[src/rtl/mips_load_store_unit.sv]
// mips_load_store_unit
// Multi-cycle load/store unit that sits between the core and a wait-stated memory.
// It takes one core request at a time and turns it into an aligned, byte-enabled memory access
// over a req/ack handshake. Load data is extracted from its lane and then sign- or zero-extended.
// Misaligned addresses and illegal sizes are reported as errors, and no memory access is made.
// Optional feature: define LSU_TIMEOUT_EN to abandon an access after 2**TIMEOUT_W-1 cycles
// without mem_ack. When the macro is undefined, the unit waits for mem_ack indefinitely.
module mips_load_store_unit #(
    parameter int DATA_W    = 32,
    parameter int ADDR_W    = 32,
    parameter int TIMEOUT_W = 8
) (
    input  logic                clock,
    input  logic                reset,
    input  logic                req_valid,
    output logic                req_ready,
    input  logic                req_write,
    input  logic [1:0]          req_size,
    input  logic                req_signed,
    input  logic [ADDR_W-1:0]   req_addr,
    input  logic [DATA_W-1:0]   req_wdata,
    output logic                rsp_valid,
    output logic [DATA_W-1:0]   rsp_rdata,
    output logic                rsp_err,
    output logic                busy,
    output logic                mem_req,
    output logic                mem_we,
    output logic [ADDR_W-1:0]   mem_addr,
    output logic [DATA_W/8-1:0] mem_be,
    output logic [DATA_W-1:0]   mem_wdata,
    input  logic                mem_ack,
    input  logic [DATA_W-1:0]   mem_rdata
);

    localparam int NB    = DATA_W / 8;
    localparam int OFF_W = $clog2(NB);

    typedef enum logic [1:0] {
        IDLE,
        ACCESS,
        RESP
    } state_t;

    state_t state;
    state_t state_next;

    logic              accept;
    logic              req_err;
    logic              timeout;

    logic              write_q;
    logic [1:0]        size_q;
    logic              signed_q;
    logic [ADDR_W-1:0] addr_q;
    logic [DATA_W-1:0] wdata_q;
    logic              err_q;
    logic [DATA_W-1:0] rdata_q;

    logic [OFF_W-1:0]  offset;
    logic [NB-1:0]     be_base;
    logic [NB-1:0]     be;
    logic [DATA_W-1:0] shifted;
    logic              fill;
    logic [DATA_W-1:0] wdata_rep;
    logic [DATA_W-1:0] load_ext;

    assign accept = req_valid && (state == IDLE);

    // Flag requests whose address is not a multiple of their size, or that use dword on a 32-bit bus
    always_comb begin
        req_err = 1'b0;
        case (req_size)
            2'b00:   req_err = 1'b0;
            2'b01:   req_err = req_addr[0];
            2'b10:   req_err = |req_addr[1:0];
            default: req_err = (DATA_W != 64) || (|req_addr[2:0]);
        endcase
    end

`ifdef LSU_TIMEOUT_EN
    localparam logic [TIMEOUT_W-1:0] WAIT_LAST = TIMEOUT_W'((2 ** TIMEOUT_W) - 2);

    logic [TIMEOUT_W-1:0] wait_cnt;

    // Count ACCESS cycles that see no ack; the count restarts whenever a new access begins
    always_ff @(posedge clock) begin
        if (!reset) begin
            wait_cnt <= '0;
        end else if (accept) begin
            wait_cnt <= '0;
        end else if ((state == ACCESS) && !mem_ack) begin
            wait_cnt <= wait_cnt + TIMEOUT_W'(1);
        end
    end

    // The terminal wait cycle times out unless an ack arrives in that same cycle
    assign timeout = (state == ACCESS) && !mem_ack && (wait_cnt == WAIT_LAST);
`else
    logic unused_timeout_cfg;

    assign timeout            = 1'b0;
    assign unused_timeout_cfg = ^TIMEOUT_W;
`endif

    // State register
    always_ff @(posedge clock) begin
        if (!reset) begin
            state <= IDLE;
        end else begin
            state <= state_next;
        end
    end

    // Next-state logic; erroring requests skip the memory and go straight to the response
    always_comb begin
        state_next = state;
        case (state)
            IDLE:    if (req_valid) state_next = req_err ? RESP : ACCESS;
            ACCESS:  if (mem_ack || timeout) state_next = RESP;
            RESP:    state_next = IDLE;
            default: state_next = IDLE;
        endcase
    end

    // Capture the request at acceptance, then capture load data on ack or flag a timeout
    always_ff @(posedge clock) begin
        if (!reset) begin
            write_q  <= 1'b0;
            size_q   <= 2'b00;
            signed_q <= 1'b0;
            addr_q   <= '0;
            wdata_q  <= '0;
            err_q    <= 1'b0;
            rdata_q  <= '0;
        end else if (accept) begin
            write_q  <= req_write;
            size_q   <= req_size;
            signed_q <= req_signed;
            addr_q   <= req_addr;
            wdata_q  <= req_wdata;
            err_q    <= req_err;
            rdata_q  <= '0;
        end else if (state == ACCESS) begin
            if (mem_ack) begin
                if (!write_q) rdata_q <= load_ext;
            end else if (timeout) begin
                err_q <= 1'b1;
            end
        end
    end

    // Lane steering: byte enables, store-data replication and load extraction/extension
    always_comb begin
        offset = addr_q[OFF_W-1:0];
        case (size_q)
            2'b00:   be_base = NB'(1);
            2'b01:   be_base = NB'(3);
            2'b10:   be_base = NB'(15);
            default: be_base = '1;
        endcase
        be      = be_base << offset;
        shifted = mem_rdata >> {offset, 3'b000};
        case (size_q)
            2'b00:   fill = signed_q && shifted[7];
            2'b01:   fill = signed_q && shifted[15];
            2'b10:   fill = signed_q && shifted[31];
            default: fill = signed_q && shifted[DATA_W-1];
        endcase
        wdata_rep = '0;
        load_ext  = '0;
        for (int i = 0; i < NB; i++) begin
            wdata_rep[8*i +: 8] = wdata_q[8*(i & ((1 << size_q) - 1)) +: 8];
            load_ext[8*i +: 8]  = (i < (1 << size_q)) ? shifted[8*i +: 8] : {8{fill}};
        end
    end

    // Outputs are driven from the state; memory outputs are zero outside ACCESS
    always_comb begin
        req_ready = (state == IDLE);
        busy      = (state != IDLE);
        mem_req   = (state == ACCESS);
        mem_we    = mem_req && write_q;
        mem_addr  = mem_req ? {addr_q[ADDR_W-1:OFF_W], OFF_W'(0)} : '0;
        mem_be    = mem_req ? be : '0;
        mem_wdata = (mem_req && write_q) ? wdata_rep : '0;
        rsp_valid = (state == RESP);
        rsp_rdata = rsp_valid ? rdata_q : '0;
        rsp_err   = rsp_valid && err_q;
    end

endmodule
[config.mk]
export PLATFORM = sky130hd
export DESIGN_NAME = mips_load_store_unit
export DESIGN_NICKNAME = d
export VERILOG_FILES = /design/src/rtl/mips_load_store_unit.sv
export SDC_FILE = /design/constraint.sdc
export NUM_CORES = 1
export LEC_CHECK = 0
export ABC_AREA = 1
export CORE_MARGIN = 4
export CORE_UTILIZATION = 44
export CTS_CLUSTER_DIAMETER = 60
export DETAILED_ROUTE_END_ITERATION = 8
export GPL_TIMING_DRIVEN = 0
export HOLD_SLACK_MARGIN = 0.03
export PLACE_DENSITY = 0.81
export SYNTH_ARGS = -nofsm -noshare
export SYNTH_HDL_FRONTEND = slang
export SYNTH_SLANG_ARGS = --single-unit
[constraint.sdc]
create_clock -name clock -period 3 [get_ports clock]
set_clock_uncertainty 0.2 [all_clocks]
set_input_delay 0.75 -clock clock [delete_from_list [all_inputs] [get_ports clock]]
set_output_delay 0.75 -clock clock [all_outputs]
set_load 0.1 [all_outputs]
* After elaboration in Yosys (flattened, before gate mapping)
Index checks and enable logic that the tools add are counted.
Widths: inputs -> output; s select.
** Word-level totals
- Input bits :: 104
- Logic and storage cells :: 57
- Bits in writable memories :: 0
- Bits in read-only memories :: 0
- Flip-flop bits (word level) :: 103
- Latch bits :: 0
- Memories kept :: 0
** Operators by class
- Add/sub/neg operators :: 1
- Shift-type cells :: 6
- Multipliers :: 0
- Bitwise operators :: 2
- Equal/unequal tests :: 7
- Muxes and demuxes :: 15
- Reductions and logical operators :: 14
- Div/mod/pow operators :: 0
- $lt $le $gt $ge :: 4
** Operators by type and width (count)
- $mux 32 :: 3
- $lt 3x32->1 const A :: 2
- $shiftx 32x6->8 :: 2
- $lt 1x32->1 const A :: 1
- $lt 2x32->1 const A :: 1
- $mux 8 :: 4
- $shiftx 32x5->8 :: 1
- $shl 1x2->32 const A :: 1
- $shr 32x5->32 :: 1
- $pmux 4 s2 :: 1
- $eq 2x1->1 const B :: 3
- $logic_and 1x1->1 :: 6
- $logic_not 2->1 :: 3
- $mux 2 :: 3
- $eq 2x2->1 const B :: 2
- $mux 4 :: 1
- $pmux 2 s2 :: 1
- $reduce_or 2->1 :: 2
- $shl 4x2->4 :: 1
- $pmux 1 s3 :: 1
- $reduce_and 3->1 :: 1
- $ne 2x1->1 const B :: 1
- $ne 2x2->1 const B :: 1
- $not 1->1 :: 2
- other kinds (4) :: 4

* Longest topological paths before layout
- Word-level depth :: 5
- Gate-level depth with buffers :: 11

* Least setup slack after synthesis
Ideal clock, no wire load.
- Path kind :: reg2out
- From :: register state[0]
- To :: output port mem_wdata[25]
- Path slack :: -2.711 ns
- Path buffers :: 1
- Stages on the path, launching flop included :: 8
- Arrival time :: 4.761 ns
- Cells stage by stage :: dfxtp_1 -> inv_2 -> nor2_4 -> inv_4 -> nor2_8 -> inv_2 -> buf_6 -> o41ai_1
** Between the ends
- Longest elaborated chain between the ends :: 3
** Ends and longest elaborated chain
- from (decl) :: line 44 : state_t state;
- from (signal assigned) :: line 110 : state <= state_next;
- $eq 2x1->1 :: line 181 : mem_req = (state == ACCESS);
- named net mem_req :: line 26 : output logic mem_req,
- $logic_and 1x1->1
- named net mem_we :: line 27 : output logic mem_we,
- $mux 32 :: line 185 : mem_wdata = (mem_req && write_q) ? wdata_rep : '0;
- to (decl) :: line 30 : output logic [DATA_W-1:0] mem_wdata,
The timed path passes the listed nets, and every way through them passes these cells.

* Worst setup path in the final report
- From :: register state[0]
- To :: output port mem_wdata[31]
** Between the ends
- Longest elaborated chain between the ends :: 3
** Ends and longest elaborated chain (line)
- $eq 2x1->1 :: 181
- $logic_and 1x1->1 :: 185
- $mux 32 :: 185
Every way passes these cells.

==> impl_metrics.toml <==
[synth]
synth-xor-area-share = 0
synth_top_family_by_area = "compound AO/OA/AOI/OAI gates"
synth_cell_types = 35
synth_adder_area_share = 0.004692
ys_seq_area_frac = 0.3866
synth_ff_type = "dfxtp_1"
syn_inst = 802
ys_async_sr_fraction = 0
synth_top_area_share = 0.3866
synthTopCellsByArea = "dfxtp_1 39%, nor2_1 12%, a21oi_1 9.4%"
synth.avg_cell_area_sq_um = 6.651
ys_ff_latch = 103
synth-simple-area-share = 0.2163
syn-cell-area_sq_mm = 0.005334
ys_warn_count = 0
synth_enable_flop_cells = 0
yosys-mux-area-fraction = 0
yosysTopAreaCell = "dfxtp_1"
synth_common_cells = "173 x nor2_1, 103 x dfxtp_1, 100 x a21oi_1, 100 x inv_1, 93 x o21ai_0"
synth_compound_area_frac = 0.2608
yosysMostFrequentCell = "nor2_1"

[setup_path]
cp_data_required_time_ns = 2.05
crit_fanout = 7
critical-path-slowest-cell = "o41ai_4"
timing.rr.start = "size_q[0]$_SDFFE_PN0P_"
worst_setup_path_start_kind = "flop"
end_kind = "output pin"
worst_r2r_path_depth = 10
crit_type = "flop to output pin"
critPathArrivalTime_ns = 2.01
crit_top_cell = "inv_4"
slowest_delay_ns = 0.40
critical_path.cell_chain = "inv_4, nor2_4, inv_4, nor2_8, inv_6, buf_12, o41ai_4, buf_6"
ff2ff_setup_slack_ns = 0.82
crit_start = "state[0]$_SDFFE_PN0P_"
cp_num_buf_inv = 5
crit_family = "buffers and inverters"
r2r-end = "rdata_q[2]$_SDFFE_PP0P_"

[worst_hold_path]
min_to = "addr_q[29]$_SDFFE_PN0P_"
hold_depth = 2
worstHoldStart = "addr_q[29]$_SDFFE_PN0P_"
holdCritPathClass = "flop to flop"

[placement]
place_ws_ns = -1.199
hpwlAfterDp_um = 14690
port_buffers = 206
place_inst = 1152
gp_congestion = 0.9801

[route]
via_per_inst = 5.256
wl_per_cell_um = 16.46
drt-total-wl_um = 19470
vias = 6218
drcViolationCount = 0
drt_iter0_drc = 439
first_pass_iters = 5
drtAntennaViolNets = 0

[final_layout]
nNetsFinal = 1140
finalNonFillerCells = 1183
drive_gt1_frac = 0.2801
syn2layout_area_growth_pct = 61.51
final_core_util = 0.7387

[timing]
timing.slew.headroom = 0.3316
fmaxAchievable_mhz = 337.4
report.final.slew_viol_count = 0
tightest_slew_ns = 1.007
rsz0062_at_grt = "yes"
setup_tns_ns = 0
hold_viol_final = 0
period_share = 0.9881
final.min_clock_period_ns = 2.964
setup_violations = 0
setup_ws_ns = 0.03575

[die]
pin_count = 210
die_y_um = 118.1
initial_utilization = 0.4574
die_w_um = 118.1
dieArea_sq_mm = 0.01395
core_area_sq_mm = 0.01166
rows = 39

[global_route]
grt_max_degree = 19
grt_usage = 0.2780
overflow = 0
grt_pass1_vias = 6250
antenna_found_initial = 1
grt_pass1_wl_um = 31500

[clock_tree]
cts_sinks = 103
clkTransAtPathRegs_ns = 0.07
cts_tree = "yes"
htree_num_levels = 3
cts_buffer_depth = 2
root_buffer = "clkbuf_16"
cts-hold-fix-buffers = 0
insertion_delay_ns = 0.36
numCtsBuffers = 9

[flow_run]
max_cap_viol_count = 0

[pwr]
p_leak_nw = 3.649
p_per_area_mw_per_mm2 = 473.3
vdd_drop_max_mv = 0.3962

[status]
status = "complete, no violations"
[per-layer routing]
layer	share of wire	wire, um	GRT usage	up-vias
met2	0.47	9177	0.4655	300
met1	0.39	7646	0.3227	2826
li1	-	-	-	3048
met5	0	0	0	-
met4	0.029	569	0.09890	0
met3	0.11	2074	0.1096	44
[report_power, final]
part / switching (W) / total (W) / internal (W)
Clock: 0.000563 / 0.00131 / 0.000744
Combinational: 0.000834 / 0.00126 / 0.000424
Sequential: 0.0000458 / 0.00151 / 0.00147
[state kept, by name (all words and copies together) (netlist names)]
name and count:
addr_q 32, err_q 1, wdata_q 32, rdata_q 32
size_q 2, state 2, signed_q 1, write_q 1
[cells in the final DEF, fill, tap and decap left out, types with 3 or more instances in the layout]
cell type / n
clkdlybuf4s50_1: 102
nor2_1: 101
dfxtp_1: 100
inv_1: 99
a21oi_1: 98
o21ai_0: 93
buf_2: 64
nand2_1: 64
nor2_4: 48
clkbuf_4: 30
nor2_2: 28
o21ai_1: 24
buf_4: 22
nand3_1: 21
clkbuf_1: 18
buf_6: 15
clkbuf_16: 12
o41ai_4: 8
a211oi_4: 8
a31oi_1: 8
o211ai_1: 8
inv_2: 7
buf_12: 7
clkbuf_2: 5
nand3_2: 5
clkdlybuf4s15_2: 5
dlygate4sd2_1: 4
inv_4: 3
[logic make-up (layout without fill, tap and decap cells)]
family | Yosys count | count (layout)
AND/OR/NAND/NOR | 274 | 274
flip-flops | 103 | 103
other | 1 | 3
adder cells (fa/ha/maj) | 2 | 2
buffers and inverters | 168 | 404
AO/OA/AOI/OAI | 254 | 254
[final cells by class]
cell class | instances | area, sq um
Clock buffer | 9 | 225.2
Inverter | 110 | 425.4
Multi-Input combinational cell | 532 | 3261
Clock inverter | 7 | 106.4
Sequential cell | 103 | 2071
Timing Repair Buffer | 223 | 1998
Tap cell | 143 | 178.9
Buffer | 55 | 346.6
Antenna cell | 1 | 2.502
Fill cell | 938 | 3048
[worst min-delay path: cells and delay by family, from the launching register on]
| family | cells | cell delay (ns) |
|---|---|---|
| DFF | 1 | 0.30 |
| AOI/OAI and AO/OA | 1 | 0.05 |
| buffers and inverters | 1 | 0.06 |
[repair_timing]
item | CTS | global route
setup endpoints to repair | 104 | 79
cloned | 3 | 0
resized for setup | 562 | 49
setup buffers | 13 | 2
pin swaps | 15 | 4
[worst max-delay path by stage]
stage	to	depth (start not counted)	slack [ns]
2_1_floorplan	mem_wdata[26]	7	-0.79
3_3_place_gp	mem_wdata[29]	6	-1.19
3_5_place_dp	mem_wdata[29]	6	-1.20
4_1_cts	mem_wdata[31]	8	-0.01
5_1_grt	mem_wdata[31]	8	-0.04
6_report	mem_wdata[31]	8	0.04
[per-stage QoR]
| step | hold slack (ns) | total power [W] | cell area, sq um |
|---|---|---|---|
| finish | 0.2545 | 0.004077 | 8615 |
| floorplan | 0.2300 | 0.002329 | 6013 |
| CTS | 0.2552 | 0.004089 | 8593 |
| global route | 0.2769 | 0.004248 | 8615 |
| detailed placement | 0.2436 | 0.002692 | 8254 |
| global placement | 0.2391 | 0.002679 | 8254 |
(Power assumes the default switching activity.)
